### src/rtl/relay_instruction_sequencer_if.sv
// Control bundle between the relay CPU sequencer and the rest of the machine.
// The master side is the sequencer; the slave side is the datapath/clock source.
interface relay_instruction_sequencer_if #(
    parameter int unsigned OPCODE_W = 8
);
    logic                run;
    logic [OPCODE_W-1:0] instr;
    logic                cond_true;
    logic [4:0]          cycle_state;
    logic                halted;
    logic [1:0]          addr_sel;
    logic                mem_read;
    logic                mem_write;
    logic                ir_load;
    logic                inc_load;
    logic                pc_load;
    logic                pc_src;
    logic                src_drive;
    logic                dst_load;
    logic                m_load;
    logic                j_load;
    logic                instr_done;

    modport master (
        input  run, instr, cond_true,
        output cycle_state, halted, addr_sel, mem_read, mem_write, ir_load,
               inc_load, pc_load, pc_src, src_drive, dst_load, m_load, j_load,
               instr_done
    );

    modport slave (
        output run, instr, cond_true,
        input  cycle_state, halted, addr_sel, mem_read, mem_write, ir_load,
               inc_load, pc_load, pc_src, src_drive, dst_load, m_load, j_load,
               instr_done
    );
endinterface

### src/rtl/relay_instruction_sequencer.sv
// Cycle-level sequencer for the relay CPU: steps states 1..24 through fetch,
// PC increment and execute for each instruction class and emits registered strobes.
module relay_instruction_sequencer #(
    parameter int unsigned         OPCODE_W    = 8,
    parameter logic [OPCODE_W-1:0] HALT_OPCODE = 8'b1010_1110
) (
    input logic                           clock,
    input logic                           reset,
    relay_instruction_sequencer_if.master bus
);

    typedef enum logic {M_HALTED, M_RUN} mode_t;
    typedef enum logic [2:0] {C_EXEC8, C_NOP, C_HALT, C_LOAD, C_STORE, C_GOTO} class_t;

    mode_t      r_mode, w_mode_nxt;
    logic [4:0] r_step, w_step_nxt;
    class_t     r_class, w_class_nxt;
    logic       r_cond, w_cond_nxt;
    logic       w_last;

    logic       r_halted, w_halted;
    logic [1:0] r_addr_sel, w_addr_sel;
    logic       r_mem_read, w_mem_read;
    logic       r_mem_write, w_mem_write;
    logic       r_ir_load, w_ir_load;
    logic       r_inc_load, w_inc_load;
    logic       r_pc_load, w_pc_load;
    logic       r_pc_src, w_pc_src;
    logic       r_src_drive, w_src_drive;
    logic       r_dst_load, w_dst_load;
    logic       r_m_load, w_m_load;
    logic       r_j_load, w_j_load;
    logic       r_instr_done, w_instr_done;

    function automatic class_t decode(input logic [OPCODE_W-1:0] op);
        if (op == HALT_OPCODE) return C_HALT;
        casez (op[OPCODE_W-1 -: 4])
            4'b00??, 4'b01??, 4'b1000: return C_EXEC8;
            4'b1001:                   return op[3] ? C_STORE : C_LOAD;
            4'b11??:                   return C_GOTO;
            default:                   return C_NOP;
        endcase
    endfunction

    function automatic logic [4:0] last_step(input class_t c);
        case (c)
            C_GOTO:          return 5'd24;
            C_LOAD, C_STORE: return 5'd12;
            default:         return 5'd8;
        endcase
    endfunction

    always_ff @(posedge clock or posedge reset) begin
        if (reset) begin
            r_mode       <= M_HALTED;
            r_step       <= '0;
            r_class      <= C_NOP;
            r_cond       <= 1'b0;
            r_halted     <= 1'b1;
            r_addr_sel   <= '0;
            r_mem_read   <= 1'b0;
            r_mem_write  <= 1'b0;
            r_ir_load    <= 1'b0;
            r_inc_load   <= 1'b0;
            r_pc_load    <= 1'b0;
            r_pc_src     <= 1'b0;
            r_src_drive  <= 1'b0;
            r_dst_load   <= 1'b0;
            r_m_load     <= 1'b0;
            r_j_load     <= 1'b0;
            r_instr_done <= 1'b0;
        end else begin
            r_mode       <= w_mode_nxt;
            r_step       <= w_step_nxt;
            r_class      <= w_class_nxt;
            r_cond       <= w_cond_nxt;
            r_halted     <= w_halted;
            r_addr_sel   <= w_addr_sel;
            r_mem_read   <= w_mem_read;
            r_mem_write  <= w_mem_write;
            r_ir_load    <= w_ir_load;
            r_inc_load   <= w_inc_load;
            r_pc_load    <= w_pc_load;
            r_pc_src     <= w_pc_src;
            r_src_drive  <= w_src_drive;
            r_dst_load   <= w_dst_load;
            r_m_load     <= w_m_load;
            r_j_load     <= w_j_load;
            r_instr_done <= w_instr_done;
        end
    end

    // Strobes are computed from the *next* state so they register alongside it
    // and are a pure function of the state actually being entered.
    always_comb begin
        w_mode_nxt  = r_mode;
        w_step_nxt  = r_step;
        w_class_nxt = r_class;
        w_cond_nxt  = r_cond;
        w_last      = (r_mode == M_RUN) && (r_step == last_step(r_class));

        case (r_mode)
            M_HALTED: begin
                if (bus.run) begin
                    w_mode_nxt = M_RUN;
                    w_step_nxt = 5'd1;
                end
            end
            default: begin
                if (r_step == 5'd4)  w_class_nxt = decode(bus.instr);
                if (r_step == 5'd19) w_cond_nxt  = bus.cond_true;
                if (w_last) begin
                    if (r_class == C_HALT) begin
                        w_mode_nxt = M_HALTED;
                        w_step_nxt = '0;
                    end else begin
                        w_step_nxt = 5'd1;
                    end
                end else begin
                    w_step_nxt = r_step + 5'd1;
                end
            end
        endcase

        w_halted     = (w_mode_nxt == M_HALTED);
        w_addr_sel   = '0;
        w_mem_read   = 1'b0;
        w_mem_write  = 1'b0;
        w_ir_load    = 1'b0;
        w_inc_load   = 1'b0;
        w_pc_load    = 1'b0;
        w_pc_src     = 1'b0;
        w_src_drive  = 1'b0;
        w_dst_load   = 1'b0;
        w_m_load     = 1'b0;
        w_j_load     = 1'b0;
        w_instr_done = (w_mode_nxt == M_RUN) && (w_step_nxt == last_step(w_class_nxt));

        if (w_step_nxt inside {[5'd1:5'd3]}) w_addr_sel = 2'd1;
        if (w_step_nxt inside {[5'd2:5'd3]}) w_mem_read = 1'b1;
        if (w_step_nxt == 5'd3) begin
            w_ir_load  = 1'b1;
            w_inc_load = 1'b1;
        end
        if (w_step_nxt inside {[5'd5:5'd6]}) w_pc_load = 1'b1;

        case (w_class_nxt)
            C_EXEC8: begin
                if (w_step_nxt inside {[5'd5:5'd7]}) w_src_drive = 1'b1;
                if (w_step_nxt == 5'd7)              w_dst_load  = 1'b1;
            end
            C_LOAD: begin
                if (w_step_nxt inside {[5'd9:5'd11]})  w_addr_sel = 2'd2;
                if (w_step_nxt inside {[5'd10:5'd11]}) w_mem_read = 1'b1;
                if (w_step_nxt == 5'd11)               w_dst_load = 1'b1;
            end
            C_STORE: begin
                if (w_step_nxt inside {[5'd9:5'd11]}) begin
                    w_addr_sel  = 2'd2;
                    w_src_drive = 1'b1;
                end
                if (w_step_nxt == 5'd10) w_mem_write = 1'b1;
            end
            C_GOTO: begin
                if (w_step_nxt inside {[5'd9:5'd11], [5'd14:5'd16]}) w_addr_sel = 2'd1;
                if (w_step_nxt inside {[5'd10:5'd11], [5'd15:5'd16]}) w_mem_read = 1'b1;
                if (w_step_nxt == 5'd11) begin
                    w_m_load   = 1'b1;
                    w_inc_load = 1'b1;
                end
                if (w_step_nxt == 5'd16) begin
                    w_j_load   = 1'b1;
                    w_inc_load = 1'b1;
                end
                if (w_step_nxt inside {[5'd12:5'd13], [5'd17:5'd18]}) w_pc_load = 1'b1;
                if (w_cond_nxt && (w_step_nxt inside {[5'd20:5'd21]})) begin
                    w_addr_sel = 2'd3;
                    w_pc_load  = 1'b1;
                    w_pc_src   = 1'b1;
                end
            end
            default: ;
        endcase
    end

    assign bus.cycle_state = r_step;
    assign bus.halted      = r_halted;
    assign bus.addr_sel    = r_addr_sel;
    assign bus.mem_read    = r_mem_read;
    assign bus.mem_write   = r_mem_write;
    assign bus.ir_load     = r_ir_load;
    assign bus.inc_load    = r_inc_load;
    assign bus.pc_load     = r_pc_load;
    assign bus.pc_src      = r_pc_src;
    assign bus.src_drive   = r_src_drive;
    assign bus.dst_load    = r_dst_load;
    assign bus.m_load      = r_m_load;
    assign bus.j_load      = r_j_load;
    assign bus.instr_done  = r_instr_done;

endmodule

### src/flat_wrapper.sv
// flat-port wrapper written by rule: the top's interface ports become plain ports
module relay_instruction_sequencer_flat 
#(
    parameter int unsigned         OPCODE_W    = 8,
    parameter logic [OPCODE_W-1:0] HALT_OPCODE = 8'b1010_1110
)
  (clock, reset, bus_run, bus_instr, bus_cond_true, bus_cycle_state, bus_halted, bus_addr_sel, bus_mem_read, bus_mem_write, bus_ir_load, bus_inc_load, bus_pc_load, bus_pc_src, bus_src_drive, bus_dst_load, bus_m_load, bus_j_load, bus_instr_done);
  relay_instruction_sequencer_if #(.OPCODE_W(OPCODE_W)) bus_i ();
  input logic clock;
  input logic reset;
  input wire logic [$bits(bus_i.run)-1:0] bus_run;
  input wire logic [$bits(bus_i.instr)-1:0] bus_instr;
  input wire logic [$bits(bus_i.cond_true)-1:0] bus_cond_true;
  output wire logic [$bits(bus_i.cycle_state)-1:0] bus_cycle_state;
  output wire logic [$bits(bus_i.halted)-1:0] bus_halted;
  output wire logic [$bits(bus_i.addr_sel)-1:0] bus_addr_sel;
  output wire logic [$bits(bus_i.mem_read)-1:0] bus_mem_read;
  output wire logic [$bits(bus_i.mem_write)-1:0] bus_mem_write;
  output wire logic [$bits(bus_i.ir_load)-1:0] bus_ir_load;
  output wire logic [$bits(bus_i.inc_load)-1:0] bus_inc_load;
  output wire logic [$bits(bus_i.pc_load)-1:0] bus_pc_load;
  output wire logic [$bits(bus_i.pc_src)-1:0] bus_pc_src;
  output wire logic [$bits(bus_i.src_drive)-1:0] bus_src_drive;
  output wire logic [$bits(bus_i.dst_load)-1:0] bus_dst_load;
  output wire logic [$bits(bus_i.m_load)-1:0] bus_m_load;
  output wire logic [$bits(bus_i.j_load)-1:0] bus_j_load;
  output wire logic [$bits(bus_i.instr_done)-1:0] bus_instr_done;
  assign bus_i.run = bus_run;
  assign bus_i.instr = bus_instr;
  assign bus_i.cond_true = bus_cond_true;
  assign bus_cycle_state = bus_i.cycle_state;
  assign bus_halted = bus_i.halted;
  assign bus_addr_sel = bus_i.addr_sel;
  assign bus_mem_read = bus_i.mem_read;
  assign bus_mem_write = bus_i.mem_write;
  assign bus_ir_load = bus_i.ir_load;
  assign bus_inc_load = bus_i.inc_load;
  assign bus_pc_load = bus_i.pc_load;
  assign bus_pc_src = bus_i.pc_src;
  assign bus_src_drive = bus_i.src_drive;
  assign bus_dst_load = bus_i.dst_load;
  assign bus_m_load = bus_i.m_load;
  assign bus_j_load = bus_i.j_load;
  assign bus_instr_done = bus_i.instr_done;
  relay_instruction_sequencer #(.OPCODE_W(OPCODE_W), .HALT_OPCODE(HALT_OPCODE)) u_core (.clock(clock), .reset(reset), .bus(bus_i));
endmodule
### config.mk
export PLATFORM = sky130hd
export DESIGN_NAME = relay_instruction_sequencer_flat
export DESIGN_NICKNAME = d
export VERILOG_FILES = /design/src/rtl/relay_instruction_sequencer_if.sv /design/src/rtl/relay_instruction_sequencer.sv /design/src/flat_wrapper.sv
export SDC_FILE = /design/constraint.sdc
export NUM_CORES = 1
export LEC_CHECK = 0
export BUFFER_PORTS_ARGS = -buffer_cell sky130_fd_sc_hd__buf_4
export CAP_MARGIN = 10
export CORE_MARGIN = 1.5
export CORE_UTILIZATION = 54
export DETAILED_ROUTE_END_ITERATION = 12
export GPL_TIMING_DRIVEN = 0
export PLACE_DENSITY_LB_ADDON = 0.2
export SETUP_SLACK_MARGIN = 0.15
export SYNTH_ARGS = -nofsm -noshare
export SYNTH_HDL_FRONTEND = slang
export SYNTH_SLANG_ARGS = --single-unit
### constraint.sdc
create_clock -name clock -period 3.02 [get_ports clock]
set_input_delay 0 -clock clock [delete_from_list [all_inputs] [get_ports clock]]
set_output_delay 0 -clock clock [all_outputs]
set_load 0.01 [all_outputs]
==> summary.txt, run 1 <==
Global route
  • Antenna violations before repair: 0
  • Met2 usage: a little over two fifths
  • Largest net degree at the start of global routing: 25
  • Total GRT Usage: 25.0%
  • Met1 Use GR: 31.6%
  • First-pass GRT wire length: roughly 6300 µm
  • Gr busiest metal: met2
  • Vias in the first global route: roughly 1500
  • GRT met3 Usage: about 5.8%
  • Grt total ovfl: 0

Clock network
  • H-tree level count: 1
  • Root buffer cell: clkbuf_4
  • Clock Sink Count: 24
  • TritonCTS clock tree: done
  • Clock tree buffer depth: 2
  • Total CTS buffers: 3
  • Clock latency on the worst-skew pair: slightly above 300 ps
  • Worst-path clk slew: approximately 120 ps

Setup path
  • R2r startpoint: u_core.bus.cycle_state[2]$_DFF_PP0_
  • Buf+Inv Stages, Crit Path: 2
  • Launching element type of the critical path: flop
  • CP max stage cell: o31ai_1
  • Crit path largest cell delay: slightly above 600 ps
  • Reg2reg path depth: 8
  • CP arrival: around 2900 ps
  • Setup slack, reg-to-reg: between 300 and 400 ps
  • Reg-to-Reg End: u_core.bus.inc_load$_DFF_PP0_
  • Cell family with most CP delay: compound AO/OA/AOI/OAI gates
  • WS Path Type: reg2reg
  • CP max FO: 10
  • Crit-path cells: clkbuf_1 > inv_1 > nor2_1 > o31ai_1 > nand2_2 > a211oi_1 > and3_1 > o21bai_1
  • Crit path required time: roughly 3300 ps
  • Setup crit end kind: flop

Floorplanning
  • I/O Pins: 31
  • Die Y-Extent: approximately 57 µm
  • Chip Width: between 50 and 60 µm
  • Initial core utilization: 56.8%
  • Std cell rows: 19
  • Core Region: around 2700 µm²
  • Die footprint: around 3200 µm²

STA
  • Crit share post-route: between 80 and 90%
  • Max-slew headroom: 43.6%
  • Final setup viols: 0
  • Fin. Hold Viols: 0
  • Final setup TNS: 0 ps
  • Final Skew: 1.61 ps
  • Actual slew at the worst max-slew pin: ~840 ps
  • RSZ-0062 raised after global routing: false
  • Fmax achieved: roughly 380 MHz
  • Final max-slew violation count: 0
  • Fin crit period: 2630 ps

Hold path
  • Hold_sp: bus_instr[7]
  • Hold path depth: 3
  • Hold crit path type: in2reg
  • Worst Hold Endpoint: u_core.r_class[1]$_DFF_PP0_

Run
  • Max_cap viols: 0

Synthesis
  • Post-Syn Nets: 183
  • Top cell type's share of synthesized area: 35.4%
  • Synth warn: 0
  • Synth area leader: dfrtp_1
  • Fraction of registers with async set or reset after synthesis: 100%
  • Synth unique cells: 52
  • Register area share after synthesis: between 30% and 40%
  • Post-synthesis average cell area: a little over 9 µm²
  • Post-Syn Area: about 1600 µm²
  • Number of synthesized flops with an enable pin: 0
  • Top_reg_cell synth: dfrtp_1
  • Yosys reg bits: 24
  • Synth Instances: around 170
  • Synth area leaders: dfrtp_1 (35%), dfstp_2 (3.4%), inv_1 (3.4%)

Place
  • Dpl hpwl: roughly 2800 µm
  • # port buffers: 30
  • Inst Count DP: between 200 and 250
  • GPL Wtd Cong: 0.932

Layout
  • Final nets: approximately 220
  • Share of cells above drive strength 1: ~27%
  • Area delta synth->final: 23.5%
  • Non-Filler Instances: 238
  • Util after Layout: a little over two thirds
  • Antenna Diode Count: 0

Outcome
  • Status: completed

Power
  • Flop pwr share: between 20% and 30%
  • Net Sw Power: 933 µW
  • Max IR drop VDD: about 0.80 mV
  • Final Power: 1950 µW
  • Sw Share: between 40 and 50%
  • Clk pwr share: a little under an eighth
  • Pint: between 1000 and 1500 µW
  • P_leak: 0.000875 µW
  • Logic pwr share: between 60% and 70%
  • PwrDens: around 1000 nW/µm²

Route
  • Drt total wl: about 3800 µm
  • DRT iter0 DRCs: 55
  • Final ANT Viol Nets: 0
  • Routed length per instance: between 15 and 20 µm
  • DRT Pass-1 Iters: 4
  • Vias per std cell: 6.29
  • DRC viols: 0
  • Vias: ~1500
## worst max-delay path by stage
| stage | end | cells after the start | slack (ps) | startpoint |
|---|---|---|---|---|
| 6_report | u_core.bus.inc_load$_DFF_PP0_ | 8 | 390 | u_core.bus.cycle_state[2]$_DFF_PP0_ |
| 4_1_cts | u_core.bus.addr_sel[0]$_DFF_PP0_ | 9 | 190 | u_core.bus.cycle_state[0]$_DFF_PP0_ |
| 3_5_place_dp | u_core.bus.addr_sel[0]$_DFF_PP0_ | 9 | 250 | u_core.bus.cycle_state[0]$_DFF_PP0_ |
| 2_1_floorplan | u_core.bus.addr_sel[0]$_DFF_PP0_ | 9 | 600 | u_core.bus.cycle_state[0]$_DFF_PP0_ |
| 5_1_grt | u_core.bus.inc_load$_DFF_PP0_ | 9 | 160 | u_core.bus.cycle_state[0]$_DFF_PP0_ |
| 3_3_place_gp | u_core.bus.addr_sel[0]$_DFF_PP0_ | 9 | 320 | u_core.bus.cycle_state[0]$_DFF_PP0_ |
## cell usage in the layout, fill, tap and decap left out, types with 4 or more instances in the layout
| cell type | count |
|---|---|
| nor2_1 | 13 |
| xnor2_1 | 4 |
| nand3_1 | 9 |
| dfrtp_1 | 22 |
| nor3_1 | 6 |
| a21oi_1 | 9 |
| inv_1 | 14 |
| buf_4 | 31 |
| nand4_1 | 4 |
| clkbuf_1 | 5 |
| o21ai_0 | 6 |
| nand2_1 | 12 |
## per-layer routing
metal,part of all wire [%],wire length (µm)
met5,0,0
met4,1.8,68
met3,6.9,261
met2,49,1870
met1,42,1580
## per-stage QoR
step                      hold slack, ps  setup slack [ps]  instance area [µm²]
after floorplan                     13.1               598                 1550
after global placement               202               324                 1820
after global routing                41.1               163                 1920
after CTS                           29.4               190                 1900
after detailed placement             222               245                 1820
final                               48.1               387                 1920
## cell families (layout without fill, tap and decap cells)
group | after synthesis | count (layout) | share of synthesized area [%]
buffers and inverters | 23 | 61 | 5.72
and+or+nand+nor | 65 | 65 | 23.6
DFF | 24 | 24 | 38.8
AOI/OAI and AO/OA | 48 | 48 | 26.1
muxes | 3 | 3 | 1.93
adders and majority gates | 2 | 2 | 1.61
xor gates and xnor gates | 4 | 4 | 2.25
## what timing repair did
action,4_1_cts,5_1_grt
buffers inserted,0,1
gates resized for setup,0,1
setup endpoints to repair,0,9
endpoints found under the hold margin,24,0
hold buffers,3,0
## synth_stat cells, drive strengths merged (3+ instances only)
master,count
a2111oi,3
a211oi,5
a21oi,10
a32oi,3
and2,3
and4bb,3
clkbuf,5
dfrtp,22
inv,16
mux2i,3
nand2,13
nand3,9
nand4,4
nor2,13
nor3,7
o21ai,7
o31ai,4
xnor2,4
## worst register-to-register path, stage by stage, from the launching register on
cell	delay (ps)
dfrtp_1	490
clkbuf_1	260
inv_1	250
nor2_1	100
o31ai_1	610
nand2_2	210
a211oi_1	320
and3_1	230
o21bai_1	110
## final cells by class
cell class                 count  area (µm²)
sequential                    24         603
clock inverter                 1        30.0
clock buffer                   3        22.5
multi-input combinational    122         873
buffer                         7        28.8
tap                           31        38.8
inverter                      16        60.1
fill                         221         815
timing repair buffer          34         263
## state kept, by name, indices dropped and copies added, names as in the netlist
| register | count |
|---|---|
| u_core.r_cond | 1 |
| u_core.bus.addr_sel | 2 |
| u_core.bus.src_drive | 1 |
| u_core.bus.dst_load | 1 |
| u_core.bus.mem_write | 1 |
| u_core.bus.cycle_state | 5 |
| u_core.bus.pc_src | 1 |
| u_core.r_class | 3 |
| u_core.bus.mem_read | 1 |
| u_core.r_mode | 1 |
| u_core.bus.ir_load | 1 |
| u_core.bus.m_load | 1 |
| u_core.bus.halted | 1 |
| u_core.bus.inc_load | 1 |
| u_core.bus.j_load | 1 |
| u_core.bus.pc_load | 1 |
| u_core.bus.instr_done | 1 |
## power groups by stage
stage	logic, µW	registers (µW)	clock network, µW
floorplan	825	522	0
global placement	1130	510	0
detailed placement	1160	513	0
CTS	1170	507	232
global route	1330	526	241
finish	1210	510	226
Note: power is estimated with default switching activity, not from simulation.
==> run 2: changes to the inputs <==
Settings changed: RECOVER_POWER set to 25.
Clock period 3.02 ns to 2.7 ns, I/O delays scaled along.
==> run 2 against run 1 <==
Combinational power up 34%. Clock-buffer cell count unchanged. Worst setup slack worse by 290 ps. Critical endpoint is now u_core.bus.addr_sel[0]$_DFF_PP0_. Highest routed layer unchanged.
==> summary.txt, run 2 (synthesis gave the netlist of run 1 again) <==
Route
  • Drt total wl: ~4300 µm
  • DRC viols: 0
  • Met3 wire len: approximately 370 µm
  • WL met1: around 1700 µm
  • Top routing layer in use: met4
  • Vias: roughly 1600
  • Routed length per instance: around 17 µm
  • Vias per std cell: about 6.4
  • DRT iter0 DRCs: 90
  • DRT Pass-1 Iters: 4
  • WL met2: around 2100 µm
  • Final ANT Viol Nets: 0

STA
  • Fin crit period: around 2600 ps
  • RSZ-0062 raised after global routing: true
  • Actual slew at the worst max-slew pin: 838 ps
  • Fmax achieved: ~380 MHz
  • Max-slew headroom: around 44%
  • Final Skew: ~6 ps
  • Final setup viols: 0
  • Final max-slew violation count: 0
  • Crit share post-route: 96.6%
  • Fin. Hold Viols: 0

Layout
  • Commonest non-fill, non-tap cells in the layout: buf_4 (25), clkbuf_1 (17), dfrtp_1 (17)
  • Post-layout instance area: ~2000 µm²
  • Most common cell after layout, fill and taps aside: buf_4
  • Util after Layout: between 70% and 80%
  • Final nets: 231
  • Area delta synth->final: 30.2%
  • Number of flip-flops in the largest register: 5
  • Fillers: 204
  • Antenna Diode Count: 0
  • Share of cells above drive strength 1: a little under a third

Setup path
  • Setup slack, reg-to-reg: approximately 93 ps
  • CP arrival: ~2800 ps
  • Crit path from: u_core.bus.cycle_state[2]$_DFF_PP0_
  • Crit path required time: between 2000 and 3000 ps
  • Cell family with most CP delay: compound AO/OA/AOI/OAI gates
  • Buf+Inv Stages, Crit Path: 2
  • Crit path largest cell delay: around 460 ps
  • CP max FO: 7
  • R2r startpoint: u_core.bus.cycle_state[2]$_DFF_PP0_
  • Crit-path cells: and2b_2 > a211oi_4 > o41ai_4 > buf_4 > a2111o_1 > and2_1 > clkbuf_4 > a32oi_2 > o221ai_2
  • WS Path Type: reg2reg
  • CP max stage cell: dfrtp_2
  • Launching element type of the critical path: flop
  • Setup crit end kind: flop

Global route
  • Grt total ovfl: 0
  • Vias in the first global route: 1483
  • Largest net degree at the start of global routing: 25
  • First-pass GRT wire length: ~6500 µm
  • Antenna violations before repair: 0
  • Total GRT Usage: between 20% and 30%

Floorplanning
  • Die footprint: about 3200 µm²
  • I/O Pins: 31
  • Die Y-Extent: 56.6 µm
  • Std cell rows: 19
  • Initial core utilization: 56.8%
  • Core Region: around 2700 µm²
  • Chip Width: ~57 µm

Hold path
  • Hold_sp: bus_instr[7]
  • Hold crit path type: in2reg

Power
  • PwrDens: 1210 nW/µm²
  • Max IR drop VDD: ~0.95 mV
  • Sw Share: between 40% and 50%
  • Clk pwr share: about a tenth
  • Logic pwr share: roughly two thirds
  • P_leak: between 0.0008 and 0.0009 µW
  • Pint: approximately 1300 µW
  • Flop pwr share: between 20% and 30%
  • Net Sw Power: approximately 1200 µW

Place
  • # port buffers: 30
  • Post-DP Area: approximately 1800 µm²
  • Dpl hpwl: 2820 µm
  • GPL Wtd Cong: between 0.9 and 1

Clock network
  • Clock tree buffer depth: 2
  • Worst-path clk slew: 130 ps
  • Clock latency on the worst-skew pair: 320 ps
  • TritonCTS clock tree: done
  • H-tree level count: 1
  • Clock Sink Count: 24
  • Root buffer cell: clkbuf_4
  • Total CTS buffers: 3

Outcome
  • Status: completed

Run
  • Max_cap viols: 0
run 2: cell count changes in the layout (fill, tap and decap cells not counted), moves of 2 or more:
cell      delta
clkbuf_4     +2
a32oi_2      +2
dfrtp_2      +5
a32oi_1      -2
buf_4        -6
clkbuf_1    +12
dfrtp_1      -5
clkbuf_2     +2
run 2: worst paths after layout:
| path | depth (start not counted) | endpoint |
|---|---|---|
| setup / recovery | 9 | u_core.bus.addr_sel[0]$_DFF_PP0_ |
| min in group asynchronous | 3 | u_core.bus.pc_src$_DFF_PP0_ |
| hold / removal | 3 | u_core.r_class[1]$_DFF_PP0_ |
| max in group asynchronous | 3 | u_core.bus.cycle_state[1]$_DFF_PP0_ |
| setup reg to reg | 9 | u_core.bus.addr_sel[0]$_DFF_PP0_ |
| hold reg to reg | 2 | u_core.r_cond$_DFF_PP0_ |
run 2: cell type report:
class                           count  area, µm²  area share [%]
Sequential cell                    24        609            30.1
Multi-Input combinational cell    122        948            46.9
Inverter                           16       62.6            3.09
Buffer                              7       33.8            1.67
Clock inverter                      1       30.0            1.48
Clock buffer                        3       22.5            1.11
Tap cell                           31       38.8            1.92
Timing Repair Buffer               43        278            13.7
run 2: worst register-to-register path, stage by stage, from the launching register on:
cell	delay (ps)
dfrtp_2	460
and2b_2	270
a211oi_4	300
o41ai_4	130
buf_4	160
a2111o_1	420
and2_1	170
clkbuf_4	170
a32oi_2	250
o221ai_2	140
run 2: through the flow:
stage / hold WS (ps) / setup TNS [ps] / total power [µW] / setup WS (ps) / std cells
final: 40.9 / 0 / 2440 / 92.9 / 247
after global routing: 27.0 / 0 / 2600 / 17.1 / 247
after CTS: 33.8 / 0 / 2200 / 137 / 239
after detailed placement: 222 / -76.5 / 1870 / -74.7 / 230
after global placement: 202 / 0 / 1840 / 4.29 / 230
after floorplan: 13.1 / 0 / 1510 / 278 / 169
run 2: power groups by stage:
stage | Sequential, µW | Clock (µW) | Combinational (µW)
2_1_floorplan | 583 | 0 | 923
3_3_place_gp | 571 | 0 | 1270
3_5_place_dp | 573 | 0 | 1300
4_1_cts | 570 | 259 | 1370
5_1_grt | 583 | 270 | 1740
6_report | 569 | 255 | 1620
run 2: layer usage:
layer	vias to the layer above	global-route usage (%)
met4	0	8.50
met3	9	5.76
met2	94	42.5
met5	-	0
met1	758	32.7
li1	721	-
run 2: timing repair:
item | 4_1_cts | 5_1_grt
setup buffers | 2 | 8
pin swaps | 2 | 7
hold endpoints to repair | 24 | 0
setup endpoints to repair | 9 | 10
hold buffers | 3 | 0
resized for setup | 4 | 20
